==> src/rtl/clk_gate_en_ctrl.sv <==
// Enable controller for a latch-based clock gate.
// Sequences OFF -> WAKE -> ON -> DRAIN -> OFF with registered EN/ACK.
module clk_gate_en_ctrl #(
  parameter int IDLE_CYCLES = 4,
  parameter int WAKE_CYCLES = 2
) (
  input  logic       i_clk,
  input  logic       i_rst,
  input  logic       i_req,
  input  logic       i_busy,
  input  logic       i_force_on,
  output logic       o_en,
  output logic       o_ack,
  output logic [1:0] o_state
);

  localparam int WW = $clog2(WAKE_CYCLES) + 1;
  localparam int IW = $clog2(IDLE_CYCLES) + 1;

  localparam logic [WW-1:0] WAKE_LOAD =
    WW'(WAKE_CYCLES - 1);
  localparam logic [IW-1:0] IDLE_LAST =
    IW'(IDLE_CYCLES - 1);

  typedef enum logic [1:0] {
    S_OFF   = 2'b00,
    S_WAKE  = 2'b01,
    S_ON    = 2'b10,
    S_DRAIN = 2'b11
  } state_t;

  state_t        r_state;
  state_t        w_state_nxt;
  logic [WW-1:0] r_wake_cnt;
  logic [WW-1:0] w_wake_nxt;
  logic [IW-1:0] r_idle_cnt;
  logic [IW-1:0] w_idle_nxt;
  logic          r_en;
  logic          r_ack;
  logic          w_act;

  assign w_act = i_req | i_busy | i_force_on;

  always_ff @(posedge i_clk) begin
    if (i_rst) begin
      r_state    <= S_OFF;
      r_wake_cnt <= '0;
      r_idle_cnt <= '0;
      r_en       <= 1'b0;
      r_ack      <= 1'b0;
    end else begin
      r_state    <= w_state_nxt;
      r_wake_cnt <= w_wake_nxt;
      r_idle_cnt <= w_idle_nxt;
      r_en       <= (w_state_nxt != S_OFF);
      r_ack      <= (w_state_nxt == S_ON);
    end
  end

  always_comb begin
    w_state_nxt = r_state;
    w_wake_nxt  = r_wake_cnt;
    w_idle_nxt  = r_idle_cnt;
    unique case (r_state)
      S_OFF: begin
        if (w_act) begin
          w_state_nxt = S_WAKE;
          w_wake_nxt  = WAKE_LOAD;
        end
      end
      S_WAKE: begin
        // WAKE always completes; activity is ignored here.
        if (r_wake_cnt == '0) begin
          w_state_nxt = S_ON;
          w_idle_nxt  = '0;
        end else begin
          w_wake_nxt = r_wake_cnt - 1'b1;
        end
      end
      S_ON: begin
        if (w_act) begin
          w_idle_nxt = '0;
        end else if (r_idle_cnt == IDLE_LAST) begin
          w_state_nxt = S_DRAIN;
        end else begin
          w_idle_nxt = r_idle_cnt + 1'b1;
        end
      end
      S_DRAIN: begin
        if (w_act) begin
          w_state_nxt = S_ON;
          w_idle_nxt  = '0;
        end else begin
          w_state_nxt = S_OFF;
        end
      end
      default: begin
        w_state_nxt = S_OFF;
      end
    endcase
  end

  assign o_en    = r_en;
  assign o_ack   = r_ack;
  assign o_state = r_state;

endmodule

==> config.mk <==
export PLATFORM = sky130hd
export DESIGN_NAME = clk_gate_en_ctrl
export DESIGN_NICKNAME = d
export VERILOG_FILES = /design/src/rtl/clk_gate_en_ctrl.sv
export SDC_FILE = /design/constraint.sdc
export NUM_CORES = 1
export LEC_CHECK = 0
export CORE_AREA = 2 2 39 41
export DETAILED_ROUTE_END_ITERATION = 16
export DIE_AREA = 0 0 41 43
export GPL_TIMING_DRIVEN = 0
export PLACE_DENSITY_LB_ADDON = 0.12
export SYNTH_ARGS = -nofsm -noshare
export SYNTH_HDL_FRONTEND = slang
export SYNTH_SLANG_ARGS = --single-unit
export TNS_END_PERCENT = 100
==> constraint.sdc <==
create_clock -name i_clk -period 2.2 [get_ports i_clk]
set_clock_uncertainty 0.2 [all_clocks]
set_input_delay 0.44 -clock i_clk [delete_from_list [all_inputs] [get_ports i_clk]]
set_output_delay 0.44 -clock i_clk [all_outputs]
set_load 0.1 [all_outputs]
* Word level (Yosys, flattened, before mapping)
Index checks and enable logic that the tools add are counted.
Word-level totals: bits in registers 9, input bits 5, output and inout bits 4, word-level logic and storage cells 40
Operators by class: $add $sub $neg 2, eq/ne operators 10, multiplexer cells 14, bitwise gates (word level) 2, reductions and logical operators 7
Operators with widths (number):
- 2-bit two-way mux | 7
- 3-bit two-way mux | 4
- 3-bit case mux with 3 select lines | 1
- 2-bit inequality test, second input constant | 4
- 2-bit case mux with 4 select lines | 1
- 2-bit == test, second input constant | 3
- 2-bit logical NOT | 2
- 2-bit case mux with 2 select lines | 1
- 4-bit AND reduction | 1
- 2-bit nonzero test | 2
- 3-bit by 1-bit adder with 3-bit output, second input constant | 1
- 3-bit by 2-bit == test with 1-bit output, second input constant | 1
- 3-bit inequality test, second input constant | 1
- 3-bit AND reduction | 1
- 3-bit nonzero test | 1
- 2-bit by 1-bit == test with 1-bit output, second input constant | 1
- 1-bit OR | 2
- 2-bit by 1-bit subtractor with 2-bit output, second input constant | 1

* Longest topological paths before layout
depth in word-level cells 5, mapped depth 5

* Worst setup path after synthesis
No wires, ideal clock.
kind reg-to-reg, from register r_state[1], in the netlist o_state[1], to register r_idle_cnt[0], library setup time 75 ps, arrival 1949 ps, slack -24 ps, stages on the path, launching flop included 4, buffers on the path 0, period minus slack after synthesis 2224 ps, path through dfxtp_1 > nor4b_4 > or3b_1 > o22ai_1
On the way: longest elaborated chain between the ends 3
RTL lines:
- start: declaration | line 32 | state_t r_state;
- start signal: assignment | line 52 | r_state <= w_state_nxt;
- 2-bit == test / 2-bit by 1-bit == test with 1-bit output (equally long branches) | line 64 | unique case (r_state)
- 3-bit inequality test (no source line) (tied with other cells)
- 4-bit AND reduction (no source line)
- end signal: assignment | line 54 | r_idle_cnt <= w_idle_nxt;
- end: declaration | line 36 | logic [IW-1:0] r_idle_cnt;
Several ways; a longest one is shown, not always the timed one. A chain may end at the register's enable or synchronous reset.

* Final worst setup path
from register r_state[1], in the netlist o_state[1], to output port o_state[1]
RTL lines:
- end: declaration | line 14 | output logic [1:0] o_state
No word-level cell between the ends.

==> impl_metrics.toml <==
[outcome]
status = "finished, final reports clean"

[global_routing]
grt_pass1_vias = 349
grt_overflow = 0
grt.total_usage_pct = 12.0
grt_max_degree = 11
antenna_found_initial = 0
grt_first_pass_wirelength_microns = 1370

[routing]
ant_nets = 0
vias_per_cell = 4.99
drtIter0Drc = 6
wl_microns = 859
drc = 0
wire_per_inst_microns = 11.3
firstDrtPassIters = 4
num_vias = 379

[cts]
clkSinkCount = 9
clock_latency_ps = 270
clk_path_buf_depth = 2
root_buffer = "clkbuf_4"
clkTransAtPathRegs_ps = 70
cts_setup_buffers = 0
cts_made_buffers = 3
cts_resized = 4
htree_levels = 1
cts_hold_buf = 0
cts_tree = "done"

[logic_synthesis]
syn_area_per_cell_sq_um = 9.64
yosys.area_share.simple_pct = 23.8
synth_top_area_share_pct = 38.9
synth_largest_area_cell = "dfxtp_1"
synth_area_leaders = "dfxtp_1 39%, ha_1 8.1%, a21oi_1 5.4%, nor4b_4 5.1%, inv_1 4.1%"
synth_edf_count = 0
dominantRegCellSynth = "dfxtp_1"
seq_area_frac_synth_pct = 38.9
synth_compound_area_share_pct = 17.6
async_flop_share_pct = 0
synth_cell_types = 24
synth_top_family_by_area = "simple AND/OR/NAND/NOR gates"
synth_fp_nets = 56
synth.most_common_cell = "dfxtp_1"
synth-adder-area-share_pct = 8.11
synthesis.area_sq_um = 463
synthCells = 48
synthMuxAreaShare_pct = 2.43
synth_seq_cells = 9
yosys_warnings = 0
synthXorXnorAreaFrac_pct = 1.89
synth.top_cells.by_count = "9 x dfxtp_1, 5 x a21oi_1, 5 x inv_1"

[worst_setup_path]
critical_path.endpoint_type = "primary output"
critPathArrivalTime_ps = 1480
r2r_setup_slack_ps = 450
slowest_delay_ps = 830
crit_family = "buffers and inverters"
r2r-end = "r_idle_cnt[1]"
cp_max_fo = 6
cp_cell_sequence = "clkdlybuf4s15_1"
critical_path_class = "reg -> out"
rr_worst_depth = 5
worst_setup_path_start_kind = "register"
slowest_stage = "clkdlybuf4s15_1"
worstPathRequired_ps = 1560
crit_buf_inv = 1
r2r_start = "r_idle_cnt[0]"

[finish]
fillCellCount = 149
finalNonFillerCells = 76
syn2layout_area_growth_pct = 26.8
layout-drive-gt1-share_pct = 20.0
layout.nets = 69
antenna_cells = 0

[run]
drv_cap = 0

[floorplanning]
io_pins = 9
start_util_pct = 33.5
core_area_sq_um = 1380
die_x_microns = 41
die_y_microns = 43
rows = 14
die_area_sq_um = 1760

[sta]
relSlewSlack_pct = 36.6
whs_ps = 285
tightest_slew_ps = 954
slew_viol_final = 0
rsz0062_at_grt = "false"
fin_setup_tns_ps = 0
finalCritPeriodShare_pct = 96.5
setup_slack_ps = 77.1
fmax_ghz = 0.471
hold_viol = 0
post-route-min-period_ps = 2120
finalSetupViolations = 0

[placed_design]
hpwl_microns = 628
pre_cts_ws_ps = 19.9
gp_congestion = 0.580
io_buffers = 8
dp_cells = 72

[hold_path]
whs_path_depth = 2
hp-start = "r_idle_cnt[1]"
min_to = "r_idle_cnt[1]"
min_path_type = "reg -> reg"

[power]
p_leak_nw = 0.225
powerDensity_nw_per_um2 = 892
ir_worst_vdd_v = 0.000350
[routing by layer]
metal | wire length, microns | global-route usage (%) | up-vias
met3 | 64 | 9.42 | 0
met1 | 371 | 13.1 | 173
met5 | 0 | 0 | -
met4 | 0 | 2.00 | 0
li1 | - | - | 195
met2 | 424 | 18.1 | 11
[worst min-delay path: stages (launching register included)]
cell     delay, ps
dfxtp_1        310
inv_1           50
o32ai_1         80
[metrics by stage]
stage	utilization, %	area [sq um]	total power (W)
6_report	42.4	587	0.000524
3_5_place_dp	40.8	564	0.000403
5_1_grt	42.4	587	0.000558
4_1_cts	42.3	586	0.000532
3_3_place_gp	40.8	564	0.000402
2_1_floorplan	-	464	0.000355
[logic make-up (layout without fill, tap and decap cells)]
group	Yosys count	after routing
mux	1	1
buf+inv	7	19
fa+ha+maj	3	3
compound gates	12	12
simple gates	15	15
flops	9	9
xor+xnor	1	1
[cell usage in the layout (no fill, tap or decap), types with 2 or more instances in the layout]
cell / Yosys / layout
inv_1: 5 / 5
dfxtp_1: 9 / 8
or2_2: 3 / 3
clkdlybuf4s50_1: 0 / 4
clkbuf_1: 1 / 2
ha_1: 3 / 3
clkbuf_4: 0 / 3
nor2_1: 2 / 2
nand2b_1: 2 / 2
a21oi_1: 5 / 5
o32ai_1: 2 / 2
a211oi_1: 2 / 2
dlygate4sd2_1: 0 / 3
[how the worst max path moves through the flow]
stage                from            end  slack, ps  cells past startpoint
6_report       o_state[1]     o_state[1]         80                      1
3_3_place_gp       i_busy  r_idle_cnt[0]         10                      4
5_1_grt        o_state[1]     o_state[1]         20                      1
2_1_floorplan  o_state[0]  r_wake_cnt[1]        160                      4
3_5_place_dp       i_busy  r_idle_cnt[0]         20                      4
4_1_cts        o_state[1]     o_state[1]         40                      1
[power by group]
part / leakage, nW / internal, W / switching [W]
logic: 0.136 / 0.0000623 / 0.000135
registers: 0.0744 / 0.000181 / 0.0000114
clock network: 0.0150 / 0.0000700 / 0.0000638
[registers in the layout, indices dropped and copies added (netlist names)]
signal,count
o_state,2
r_wake_cnt,2
o_ack,1
o_en,1
r_idle_cnt,3
[layout make-up]
cell class	instances	area, sq um	area share, %
buffer	2	15.0	2.56
multi-input combinational	32	249	42.4
sequential	9	181	30.9
timing repair buffer	8	76.3	13.0
clock buffer	4	26.3	4.48
inverter	5	18.8	3.20
tap	16	20.0	3.41
No activity file was read; power rests on OpenSTA's default activity.
